File: src/rtl/fetch_unit.sv
// Instruction fetch stage: owns the PC, absorbs the one-cycle registered read latency of
// instruction memory, and presents {pc, instr} to decode through a small FIFO queue.
module fetch_unit #(
    parameter int                ADDR_W    = 16,
    parameter int                INSTR_W   = 24,
    parameter int                MEM_DEPTH = 32768,
    parameter logic [ADDR_W-1:0] RESET_PC  = '0,
    parameter int                Q_DEPTH   = 2
) (
    input  logic               clk,
    input  logic               rst,
    output logic [ADDR_W-1:0]  iaddr,
    input  logic [INSTR_W-1:0] instr,
    input  logic               redirect_valid,
    input  logic [ADDR_W-1:0]  redirect_pc,
    output logic               out_valid,
    input  logic               out_ready,
    output logic [INSTR_W-1:0] out_instr,
    output logic [ADDR_W-1:0]  out_pc
);

    localparam int                PW      = (Q_DEPTH > 1) ? $clog2(Q_DEPTH) : 1;
    localparam int                CW      = $clog2(Q_DEPTH + 1);
    localparam logic [ADDR_W-1:0] PC_MASK = ADDR_W'(MEM_DEPTH - 1);

    logic [ADDR_W-1:0]  pc;
    logic [ADDR_W-1:0]  inflight_pc;
    logic               inflight;
    logic [INSTR_W-1:0] q_instr [Q_DEPTH];
    logic [ADDR_W-1:0]  q_pc    [Q_DEPTH];
    logic [PW-1:0]      head;
    logic [PW-1:0]      tail;
    logic [CW-1:0]      count;
    logic               pop;
    logic               push;
    logic               issue;
    logic [CW:0]        reserved;

    function automatic logic [PW-1:0] bump(input logic [PW-1:0] p);
        if (p == PW'(Q_DEPTH - 1)) begin
            return '0;
        end
        return p + PW'(1);
    endfunction

    assign iaddr     = pc;
    assign out_valid = (count != '0);
    assign out_instr = q_instr[head];
    assign out_pc    = q_pc[head];
    assign pop       = out_valid & out_ready;
    assign push      = inflight;

    // Every issued word already owns a queue slot, so the queue can never overflow;
    // when no slot is left the PC simply holds (the implicit stall state).
    assign reserved  = {1'b0, count} + (CW+1)'(inflight) - (CW+1)'(pop);
    assign issue     = !redirect_valid && (reserved < (CW+1)'(Q_DEPTH));

    always_ff @(posedge clk) begin
        if (rst) begin
            pc          <= RESET_PC & PC_MASK;
            inflight    <= 1'b0;
            inflight_pc <= '0;
            head        <= '0;
            tail        <= '0;
            count       <= '0;
            for (int i = 0; i < Q_DEPTH; i++) begin
                q_instr[i] <= '0;
                q_pc[i]    <= '0;
            end
        end else if (redirect_valid) begin
            // Dropping inflight discards the word that memory returns next cycle.
            pc       <= redirect_pc & PC_MASK;
            inflight <= 1'b0;
            head     <= '0;
            tail     <= '0;
            count    <= '0;
        end else begin
            if (issue) begin
                inflight    <= 1'b1;
                inflight_pc <= pc;
                pc          <= (pc + ADDR_W'(1)) & PC_MASK;
            end else begin
                inflight <= 1'b0;
            end
            if (push) begin
                q_instr[tail] <= instr;
                q_pc[tail]    <= inflight_pc;
                tail          <= bump(tail);
            end
            if (pop) begin
                head <= bump(head);
            end
            count <= count + CW'(push) - CW'(pop);
        end
    end

endmodule

File: config.mk
export PLATFORM = sky130hd
export DESIGN_NAME = fetch_unit
export DESIGN_NICKNAME = d
export VERILOG_FILES = /design/src/rtl/fetch_unit.sv
export SDC_FILE = /design/constraint.sdc
export NUM_CORES = 1
export LEC_CHECK = 0
export ABC_CLOCK_PERIOD_IN_PS = 3800
export BUFFER_PORTS_ARGS = -buffer_cell sky130_fd_sc_hd__buf_2
export CORE_ASPECT_RATIO = 2
export CORE_UTILIZATION = 31
export DETAILED_ROUTE_END_ITERATION = 16
export GPL_TIMING_DRIVEN = 0
export PLACE_DENSITY = 0.54
export SYNTH_ARGS = -nofsm -noshare
export SYNTH_HDL_FRONTEND = slang
export SYNTH_SLANG_ARGS = --single-unit
File: constraint.sdc
create_clock -name clk -period 3.8 [get_ports clk]
set_input_delay 0.19 -clock clk [delete_from_list [all_inputs] [get_ports clk]]
set_output_delay 0.19 -clock clk [all_outputs]
set_load 0.01 [all_outputs]
==> impl_metrics.tcl, run 1 <==
set metrics [dict create \
    cts_resized 0 \
    die_y_um 182 \
    cp-end-kind "flip-flop" \
    fin_worst_skew_ns 0.00589 \
    hold-path-cell-count 3 \
    numPortBuffers 96 \
    postCtsSetupBuffers 0 \
    globalplace.congestion 0.874 \
    max-slew-margin-rel 0.321 \
    clk_latency_ns 0.40 \
    fmax_mhz 302 \
    rr_endpoint "iaddr[6]$_SDFFE_PP0P_" \
    cts_buffer_depth 2 \
    critPathArrivalTime_ns 3.63 \
    ant_nets 0 \
    combPwrFrac 0.085 \
    initial_core_util 0.318 \
    clk_pin_slew_worst_paths_ns 0.05 \
    power.share.clock 0.486 \
    critical_path_required_ns 4.12 \
    fin_nets 555 \
    worst_slew_pin_slew_ns 1.02 \
    yosys.area.top_type "edfxtp_1" \
    setup_ws_ns 0.489 \
    die_area_sq_um 16800 \
    ctsHoldBuffers 0 \
    p_sw_mw 0.728 \
    internal_power_mw 2.60 \
    multiInputGateArea_sq_um 1850 \
    antenna_cells 0 \
    setup_viol 0 \
    maxCapViolCount 0 \
    fp.dieW_um 92.2 \
    crit_start "count[1]$_SDFF_PP0_" \
    rr_startpoint "count[1]$_SDFF_PP0_" \
    status "complete, no violations" \
    synth.distinct_cells 45 \
    regArea_sq_um 3060 \
    ys_seq_area_frac 0.608 \
    r2r_slack_ns 0.49 \
    slew_violations 0 \
    rsz0062_at_grt "false" \
    drt_iter0_markers 60 \
    num-fill-cells 1566 \
    grt_use_total 0.144 \
    yosys_warnings 0 \
    grt.overflow.total 0 \
    via_count 3291 \
    ctsRootBufferMaster "clkbuf_16" \
    grt_start_max_net_pins 40 \
    vias_per_cell 4.56 \
    holdCritStartpoint "redirect_pc[12]" \
    cellPowerDensity_nw_per_um2 520 \
    p_leak_nw 2.61 \
    pre_cts_ws_ns 0.505 \
    power_mw 3.33 \
    fin_crit_sh 0.871 \
    antenna_found_initial 0 \
    startpoint_type "flip-flop" \
    cts_tree "done" \
    synth-main-ff-cell "edfxtp_1" \
    cp_max_fo 9 \
    dp_hpwl_mm 8.21 \
    wl_per_cell_um 15.4 \
    netlist_area_sq_um 5040 \
    grt_pass1_wl_mm 18.0 \
    synth_most_common_cell "and2_1" \
    crit_type "reg -> reg" \
    hold_end "iaddr[12]$_SDFFE_PP0P_" \
    synth_edf_count 78 \
    area_delta_synth_final_pct 27.1 \
    core_area_sq_um 15900 \
    cts_sinks 114 \
    netlist_instances 390 \
    peakVddDrop_mv 0.321 \
    ys_ff_latch 114 \
    synth_area_leaders "edfxtp_1 (46%), dfxtp_1 (14%), and2_1 (10%), mux2_2 (8.7%), mux2i_1 (3.2%)" \
    hp-class "in -> reg" \
    hold_violations 0 \
    syn_avg_cell_area_sq_um 12.9 \
    synthArstFlopShare 0 \
    cts_max_level 4 \
    seqPwrFrac 0.429 \
    p_sw_frac 0.219 \
    netlist.area_leader.share 0.465 \
    drt_pass1_iterations 4 \
    cts_inserted_buffers 17 \
    drive_gt1_frac 0.346 \
    ys_top_cells_by_count "and2_1 (81), edfxtp_1 (78), mux2_2 (39), dfxtp_1 (36), nor2_1 (31)" \
    wl_mm 11.1 \
    ioPinCount 101 \
    ff2ff_path_depth 11 \
    num_rows 65 \
    grt_pass1_vias 3535 \
    post-route-drc-count 0 \
    fin_crit_ns 3.31 \
    fin_setup_tns_ns 0 \
]
-- through the flow --
step	util	instance area (sq um)	hold slack [ns]	cells
6_report	0.404	6400	0.0448	721
5_1_grt	0.404	6400	0.0463	721
4_1_cts	0.404	6400	0.0429	721
3_5_place_dp	0.366	5810	0.470	689
3_3_place_gp	0.364	5770	0.453	688
2_1_floorplan	-	5040	0.338	391
-- power by group through the flow --
| stage | registers [mW] | logic [mW] | clock network, mW |
|---|---|---|---|
| after global placement | 1.45 | 0.278 | 0 |
| after CTS | 1.43 | 0.289 | 1.64 |
| after detailed placement | 1.46 | 0.288 | 0 |
| final | 1.43 | 0.282 | 1.62 |
| after global routing | 1.44 | 0.313 | 1.70 |
| after floorplan | 1.45 | 0.172 | 0 |
-- worst max-delay path by stage --
stage                                  end  slack, ns  cells after the start
5_1_grt              iaddr[6]$_SDFFE_PP0P_       0.29                     11
6_report             iaddr[6]$_SDFFE_PP0P_       0.49                     11
2_1_floorplan       iaddr[13]$_SDFFE_PP0P_       0.93                     11
3_3_place_gp   q_instr[0][8]$_SDFFCE_PN0P_      -0.24                      4
3_5_place_dp         iaddr[8]$_SDFFE_PP0P_       0.51                     11
4_1_cts              iaddr[8]$_SDFFE_PP0P_       0.49                     11
-- state kept, by name (all words and copies together) (netlist names), named ones only --
name	count
q_instr	48
q_pc	30
iaddr	15
inflight_pc	15
count	2
head	1
inflight	1
tail	1
-- area by class of cell --
cell class | instances | area share
Buffer | 24 | 0.0176
Clock buffer | 19 | 0.0676
Clock inverter | 13 | 0.0260
Inverter | 8 | 0.00469
Multi-Input combinational cell | 245 | 0.289
Sequential cell | 114 | 0.478
Tap cell | 201 | 0.0393
Timing Repair Buffer | 97 | 0.0781
-- critical path: stages, from the launching register on --
cell      delay [ns]
dfxtp_1         0.33
or2_2           0.32
and2_1          0.23
ha_1            0.30
inv_1           0.04
ha_1            0.20
fa_1            0.44
buf_2           0.20
nand3b_1        0.35
nor4b_1         0.43
xnor2_1         0.13
a211oi_1        0.24
-- layer usage --
layer	global-route usage	vias up	share of wire
met5	0	-	0
met4	0.0738	0	0.029
met3	0.0346	24	0.035
met2	0.280	88	0.58
met1	0.135	1562	0.36
li1	-	1617	-
-- cell usage in the layout (no fill, tap or decap), types with 4 or more instances in the layout --
| cell | count |
|---|---|
| buf_2 | 99 |
| nor3_1 | 8 |
| clkinv_1 | 4 |
| xnor2_1 | 12 |
| and2_1 | 81 |
| dfxtp_1 | 36 |
| a211oi_1 | 9 |
| edfxtp_1 | 78 |
| mux2i_1 | 16 |
| mux2_2 | 39 |
| nor2_1 | 31 |
| inv_1 | 7 |
| clkbuf_1 | 17 |
| bufinv_16 | 4 |
| nand2_1 | 6 |
| clkbuf_16 | 17 |
| clkinv_2 | 4 |
-- cells by family (layout without fill, tap and decap cells) --
family	after synthesis	in the layout	synth area share
and+or+nand+nor	151	151	0.179
DFF	114	114	0.608
muxes	55	55	0.119
buffers and inverters	32	161	0.0283
AOI/OAI and AO/OA	20	20	0.0298
xor gates and xnor gates	13	13	0.0241
adders and majority gates	4	4	0.0114
other	1	2	0.000744
Note: power is estimated with default switching activity, not from simulation.
==> run 2: changes to the inputs <==
--- a/config.mk
+++ b/config.mk
@@ -7,7 +7,6 @@
 export LEC_CHECK = 0
 export ABC_CLOCK_PERIOD_IN_PS = 3800
 export BUFFER_PORTS_ARGS = -buffer_cell sky130_fd_sc_hd__buf_2
-export CORE_ASPECT_RATIO = 2
 export CORE_UTILIZATION = 31
 export DETAILED_ROUTE_END_ITERATION = 16
 export GPL_TIMING_DRIVEN = 0
==> impl_metrics.tcl, run 2 (synthesis gave the netlist of run 1 again) <==
set metrics [dict create \
    antenna_found_initial 0 \
    wl_met1_mm 4.94 \
    critPathArrivalTime_ns 3.41 \
    status "complete, no violations" \
    cp-end-kind "flip-flop" \
    ant_nets 0 \
    post-route-drc-count 0 \
    dp_hpwl_mm 7.65 \
    area_delta_synth_final_pct 26.5 \
    ioPinCount 101 \
    ff2ff_path_depth 11 \
    cp_max_fo 9 \
    hold_violations 0 \
    setup_viol 0 \
    critical_path.cell_chain "or2_2, and2_1, ha_1, inv_1, ha_1, fa_1, buf_2, nand4b_2, nor3_1, mux2i_1, o211ai_1" \
    highest_layer "met4" \
    holdCritStartpoint "redirect_pc[2]" \
    fp.dieW_um 129 \
    registers.top_by_ff_count "q_instr" \
    critical_path_required_ns 4.06 \
    ctsRootBufferMaster "clkbuf_16" \
    slew_violations 0 \
    grt_start_max_net_pins 40 \
    crit_type "reg -> reg" \
    max-slew-margin-rel 0.303 \
    cts_inserted_buffers 17 \
    drt_pass1_iterations 4 \
    numPortBuffers 96 \
    via_count 3339 \
    antenna_cells 0 \
    crit_top_cell "ha_1" \
    num_rows 46 \
    cts_tree "done" \
    final_common_cell "buf_2" \
    fin_crit_sh 0.828 \
    pre_cts_ws_ns 0.674 \
    fin_nets 555 \
    crit_buf_inv 2 \
    initial_core_util 0.317 \
    maxCapViolCount 0 \
    p_leak_nw 2.59 \
    die_y_um 129 \
    hp-class "in -> reg" \
    drive_gt1_frac 0.340 \
    grt_pass1_vias 3387 \
    fin_worst_skew_ns 0.0101 \
    cts_buffer_depth 2 \
    core_area_sq_um 15900 \
    vias_per_cell 4.54 \
    wl_per_cell_um 15.0 \
    fmax_mhz 318 \
    worst_slew_pin_slew_ns 1.05 \
    r2r_slack_ns 0.65 \
    clk_pin_slew_worst_paths_ns 0.05 \
    hold_end "iaddr[2]$_SDFFE_PP0P_" \
    setup_ws_ns 0.652 \
    largest_registers "q_instr: 48 flops, q_pc: 30 flops" \
    routed-wl-met3_um 682 \
    drt_iter0_markers 155 \
    grt_pass1_wl_mm 17.2 \
    grt.overflow.total 0 \
    grt_use_total 0.139 \
    wl_met2_mm 5.34 \
    rr_startpoint "count[1]$_SDFF_PP0_" \
    rr_endpoint "iaddr[13]$_SDFFE_PP0P_" \
    cellPowerDensity_nw_per_um2 496 \
    ctsHoldBuffers 0 \
    peakVddDrop_mv 0.298 \
    rsz0062_at_grt "false" \
    clk_latency_ns 0.40 \
    cp_slowest_stage_delay_ns 0.43 \
    wl_mm 11.1 \
    postCtsSetupBuffers 0 \
    hold-path-cell-count 3 \
    power_mw 3.16 \
    crit_slowest_cell "fa_1" \
    globalplace.congestion 0.809 \
    startpoint_type "flip-flop" \
    largest_register_ffs 48 \
    die_area_sq_um 16800 \
    num-fill-cells 1552 \
    cts_resized 0 \
    cts_max_level 4 \
    crit_family "simple AND/OR/NAND/NOR gates" \
    cts_sinks 114 \
    fin_crit_ns 3.15 \
    final_cell_mix "buf_2 (99), and2_1 (81), edfxtp_1 (78), mux2_2 (39), dfxtp_1 (36)" \
]
run 2: cell count changes in the layout (fill, tap and decap cells not counted), sizes merged:
cell and change:
bufinv -3, clkbuf +8, clkinvlp -2, clkinv -3
run 2: through the flow:
step	instance area [sq um]	hold WS (ns)	setup TNS (ns)	instances	util
floorplan	5040	0.338	0	391	-
global placement	5790	0.471	-15.39	703	0.365
detailed placement	5830	0.473	0	704	0.367
CTS	6380	0.0377	0	736	0.401
global route	6380	0.0371	0	736	0.401
finish	6380	0.0602	0	736	0.401
run 2: per-layer routing:
metal | GRT usage | up-vias
met5 | 0 | -
met2 | 0.234 | 100
li1 | - | 1619
met1 | 0.162 | 1611
met3 | 0.0495 | 9
met4 | 0.0547 | 0
run 2: worst min-delay path, stage by stage:
cell and delay, ns:
buf_2 0.10, nor2_1 0.07, a211oi_1 0.05
run 2: where the power goes:
| part | internal (mW) | total, mW | switching (mW) |
|---|---|---|---|
| Combinational | 0.128 | 0.283 | 0.156 |
| Clock | 0.949 | 1.44 | 0.495 |
| Sequential | 1.39 | 1.43 | 0.0413 |
| Total | 2.47 | 3.16 | 0.692 |
run 2: layout make-up:
| type | instances | area, sq um | share of cell area |
|---|---|---|---|
| Inverter | 8 | 30.0 | 0.00471 |
| Multi-Input combinational cell | 245 | 1850 | 0.290 |
| Tap cell | 216 | 270 | 0.0424 |
| Clock buffer | 27 | 494 | 0.0775 |
| Buffer | 24 | 113 | 0.0177 |
| Sequential cell | 114 | 3060 | 0.480 |
| Clock inverter | 5 | 50.0 | 0.00785 |
| Timing Repair Buffer | 97 | 508 | 0.0797 |
run 2: worst max-delay path by stage:
stage               slack [ns]  cells past startpoint                 from                           to
finish                    0.65                     11  count[1]$_SDFF_PP0_       iaddr[13]$_SDFFE_PP0P_
global route              0.42                     11  count[1]$_SDFF_PP0_        iaddr[8]$_SDFFE_PP0P_
CTS                       0.66                     11  count[1]$_SDFF_PP0_       iaddr[13]$_SDFFE_PP0P_
detailed placement        0.67                     11  count[1]$_SDFF_PP0_       iaddr[13]$_SDFFE_PP0P_
global placement         -0.40                      4                  rst  q_instr[0][7]$_SDFFCE_PN0P_
floorplan                 0.93                     11  count[1]$_SDFF_PP0_       iaddr[13]$_SDFFE_PP0P_
==> run 3: changes to the inputs <==
--- a/config.mk
+++ b/config.mk
@@ -5,12 +5,13 @@
 export SDC_FILE = /design/constraint.sdc
 export NUM_CORES = 1
 export LEC_CHECK = 0
-export ABC_CLOCK_PERIOD_IN_PS = 3800
+export ABC_AREA = 1
+export ABC_CLOCK_PERIOD_IN_PS = 3100
 export BUFFER_PORTS_ARGS = -buffer_cell sky130_fd_sc_hd__buf_2
 export CORE_UTILIZATION = 31
 export DETAILED_ROUTE_END_ITERATION = 16
 export GPL_TIMING_DRIVEN = 0
-export PLACE_DENSITY = 0.54
+export PLACE_DENSITY = 0.52
 export SYNTH_ARGS = -nofsm -noshare
 export SYNTH_HDL_FRONTEND = slang
 export SYNTH_SLANG_ARGS = --single-unit
==> constraint.sdc (replaced) <==
create_clock -name clk -period 3.1 [get_ports clk]
set_input_delay 0.155 -clock clk [delete_from_list [all_inputs] [get_ports clk]]
set_output_delay 0.155 -clock clk [all_outputs]
set_load 0.01 [all_outputs]
==> impl_metrics.tcl, run 3 <==
set metrics [dict create \
    cts_buffer_depth 2 \
    vias_per_cell 4.36 \
    peakVddDrop_mv 0.406 \
    antenna_found_initial 0 \
    drt_pass1_iterations 4 \
    via_count 3773 \
    die_y_um 132 \
    synth_edf_count 78 \
    yosys_warnings 0 \
    fp.dieW_um 132 \
    synth_area_leaders "edfxtp_1 (45%), dfxtp_1 (14%), mux2_2 (8.4%), nor2_1 (7.3%), inv_1 (5.3%)" \
    maxCapViolCount 0 \
    seqPwrFrac 0.425 \
    final_common_cell "buf_2" \
    largest_register_ffs 48 \
    p_sw_frac 0.227 \
    critical_path_required_ns 3.42 \
    synth_compound_area_frac 0.0485 \
    globalplace.congestion 0.819 \
    synth-main-ff-cell "edfxtp_1" \
    num-fill-cells 1677 \
    rsz0062_at_grt "false" \
    netlist_instances 516 \
    setup_viol 0 \
    synth_top_family_by_area "simple AND/OR/NAND/NOR gates" \
    crit_slowest_cell "fa_1" \
    grt_use_total 0.142 \
    cts_inserted_buffers 17 \
    ctsRootBufferMaster "clkbuf_16" \
    netlist_area_sq_um 5210 \
    fin_nets 682 \
    crit_family "adder cells" \
    area_delta_synth_final_pct 27.0 \
    fin_crit_ns 2.58 \
    syn_avg_cell_area_sq_um 10.1 \
    post-route-drc-count 0 \
    cp-end-kind "flip-flop" \
    fin_crit_sh 0.834 \
    hp-class "in -> reg" \
    num_rows 47 \
    cts_resized 0 \
    clk_latency_ns 0.41 \
    ioPinCount 101 \
    final_area_sq_um 6620 \
    slew_violations 0 \
    worst-path-stages 14 \
    cts_max_level 4 \
    ys_seq_area_frac 0.588 \
    wl_per_cell_um 13.5 \
    core_area_sq_um 16500 \
    startpoint_type "flip-flop" \
    synthAdderAreaFrac 0.0111 \
    registers.top_by_ff_count "q_instr" \
    status "complete, no violations" \
    crit_top_cell "nand2_1" \
    combPwrFrac 0.101 \
    drt_iter0_markers 175 \
    die_area_sq_um 17300 \
    p_sw_mw 0.939 \
    fin_setup_tns_ns 0 \
    critPathArrivalTime_ns 2.91 \
    grt_start_max_net_pins 28 \
    antenna_cells 0 \
    cts_tree "done" \
    grt_pass1_wl_mm 18.8 \
    drive_gt1_frac 0.310 \
    ff2ff_path_depth 14 \
    final_cell_mix "buf_2 (104), nor2_1 (101), edfxtp_1 (78), inv_1 (74), nand2_1 (62)" \
    synth.distinct_cells 32 \
    power_mw 4.14 \
    ys_top_cells_by_count "nor2_1 (101), edfxtp_1 (78), inv_1 (74), nand2_1 (64), mux2_2 (39)" \
    synthMuxAreaShare 0.0843 \
    numPortBuffers 95 \
    cellPowerDensity_nw_per_um2 626 \
    synth_most_common_cell "nor2_1" \
    ant_nets 0 \
    initial_core_util 0.316 \
    synthXorXnorAreaFrac 0.00336 \
    final_core_util 0.402 \
    crit_type "reg -> reg" \
    wl_mm 11.7 \
    ys_ff_latch 114 \
    yosys.area.top_type "edfxtp_1" \
    synthSimpleGateAreaFrac 0.181 \
    clk_pin_slew_worst_paths_ns 0.05 \
    largest_registers "q_instr: 48 flops, q_pc: 30 flops" \
    worst_slew_pin_slew_ns 0.525 \
    crit_buf_inv 4 \
    cts_sinks 114 \
    fin_worst_skew_ns 0.00932 \
    hold-path-cell-count 3 \
    placedInstanceArea_sq_um 6010 \
    critical_path.cell_chain "inv_2, nand2_1, nand2_1, inv_1, ha_1, inv_1, ha_1, fa_1, inv_2, nand2_1, nor2_1, nor2_1, nand2_1, a31oi_1" \
    grt.overflow.total 0 \
    cp_slowest_stage_delay_ns 0.50 \
    power.share.clock 0.474 \
    grt_pass1_vias 3746 \
    hold_violations 0 \
    fmax_mhz 387 \
    synthArstFlopShare 0 \
    p_leak_nw 2.94 \
    max-slew-margin-rel 0.650 \
    netlist.area_leader.share 0.450 \
    cp_max_fo 5 \
    dp_hpwl_mm 8.27 \
    internal_power_mw 3.20 \
]
## run 3: cell types whose count changed after synthesis, sizes merged, moves of 6 or more
| cell | before | now |
|---|---|---|
| a211oi | 10 | 4 |
| a21oi | 0 | 19 |
| nor3 | 9 | 0 |
| nor2 | 31 | 108 |
| mux2i | 16 | 0 |
| clkbuf | 15 | 8 |
| xnor2 | 13 | 0 |
| o21ai | 4 | 18 |
| buf | 9 | 15 |
| nand2 | 6 | 68 |
| inv | 7 | 77 |
| and2 | 81 | 0 |
| nand3 | 1 | 26 |
## run 3: power groups by stage
| stage | Sequential, mW | Clock [mW] | Combinational, mW |
|---|---|---|---|
| 2_1_floorplan | 1.79 | 0 | 0.260 |
| 3_3_place_gp | 1.79 | 0 | 0.408 |
| 3_5_place_dp | 1.79 | 0 | 0.420 |
| 4_1_cts | 1.76 | 2.01 | 0.424 |
| 5_1_grt | 1.77 | 2.08 | 0.464 |
| 6_report | 1.76 | 1.96 | 0.417 |
## run 3: cell type report
cell class,instances,area (sq um),share of cell area
Clock buffer,19,433,0.0654
Timing Repair Buffer,98,526,0.0794
Inverter,78,295,0.0446
Multi-Input combinational cell,302,1720,0.260
Tap cell,220,275,0.0416
Buffer,23,135,0.0204
Sequential cell,114,3060,0.463
Clock inverter,12,165,0.0250
## run 3: cell families (layout without fill, tap and decap cells)
kind of cell | Yosys count | after routing
adder cells (fa/ha/maj) | 4 | 4
AO/OA/AOI/OAI | 47 | 47
buffers and inverters | 101 | 230
multiplexers | 39 | 39
flip-flops | 114 | 114
AND/OR/NAND/NOR | 208 | 208
other | 1 | 2
XOR/XNOR | 2 | 2
## run 3: per-layer routing
metal	wire length (um)	vias up	global-route usage
met4	48	0	0.0665
met5	0	-	0
met1	5590	1745	0.183
met3	607	4	0.0424
met2	5440	95	0.218
li1	-	1929	-
## run 3: worst paths after layout
check | end | slack [ns] | from
worst min-delay path | iaddr[1]$_SDFFE_PP0P_ | 0.04 | redirect_pc[1]
worst max-delay path | iaddr[2]$_SDFFE_PP0P_ | 0.52 | count[1]$_SDFF_PP0_
worst max register to register | iaddr[2]$_SDFFE_PP0P_ | 0.52 | count[1]$_SDFF_PP0_
worst min register to register | head$_SDFFE_PP0P_ | 0.47 | head$_SDFFE_PP0P_
## run 3: worst reg2reg max path: stages, from the launching register on
cell	delay, ns
dfxtp_1	0.33
inv_2	0.11
nand2_1	0.09
nand2_1	0.06
inv_1	0.09
ha_1	0.29
inv_1	0.04
ha_1	0.18
fa_1	0.50
inv_2	0.08
nand2_1	0.08
nor2_1	0.06
nor2_1	0.32
nand2_1	0.09
a31oi_1	0.20
## run 3: repair_timing
item	4_1_cts	5_1_grt
setup buffers	0	0
hold buffers	1	0
endpoints found under the hold margin	1	0
## run 3: per-stage QoR
| stage | cells | hold WS [ns] | setup slack [ns] |
|---|---|---|---|
| 6_report | 866 | 0.0443 | 0.515 |
| 3_3_place_gp | 832 | 0.436 | 0.277 |
| 2_1_floorplan | 517 | 0.318 | 0.809 |
| 5_1_grt | 866 | 0.0338 | 0.326 |
| 4_1_cts | 866 | 0.00879 | 0.492 |
| 3_5_place_dp | 834 | 0.442 | 0.507 |
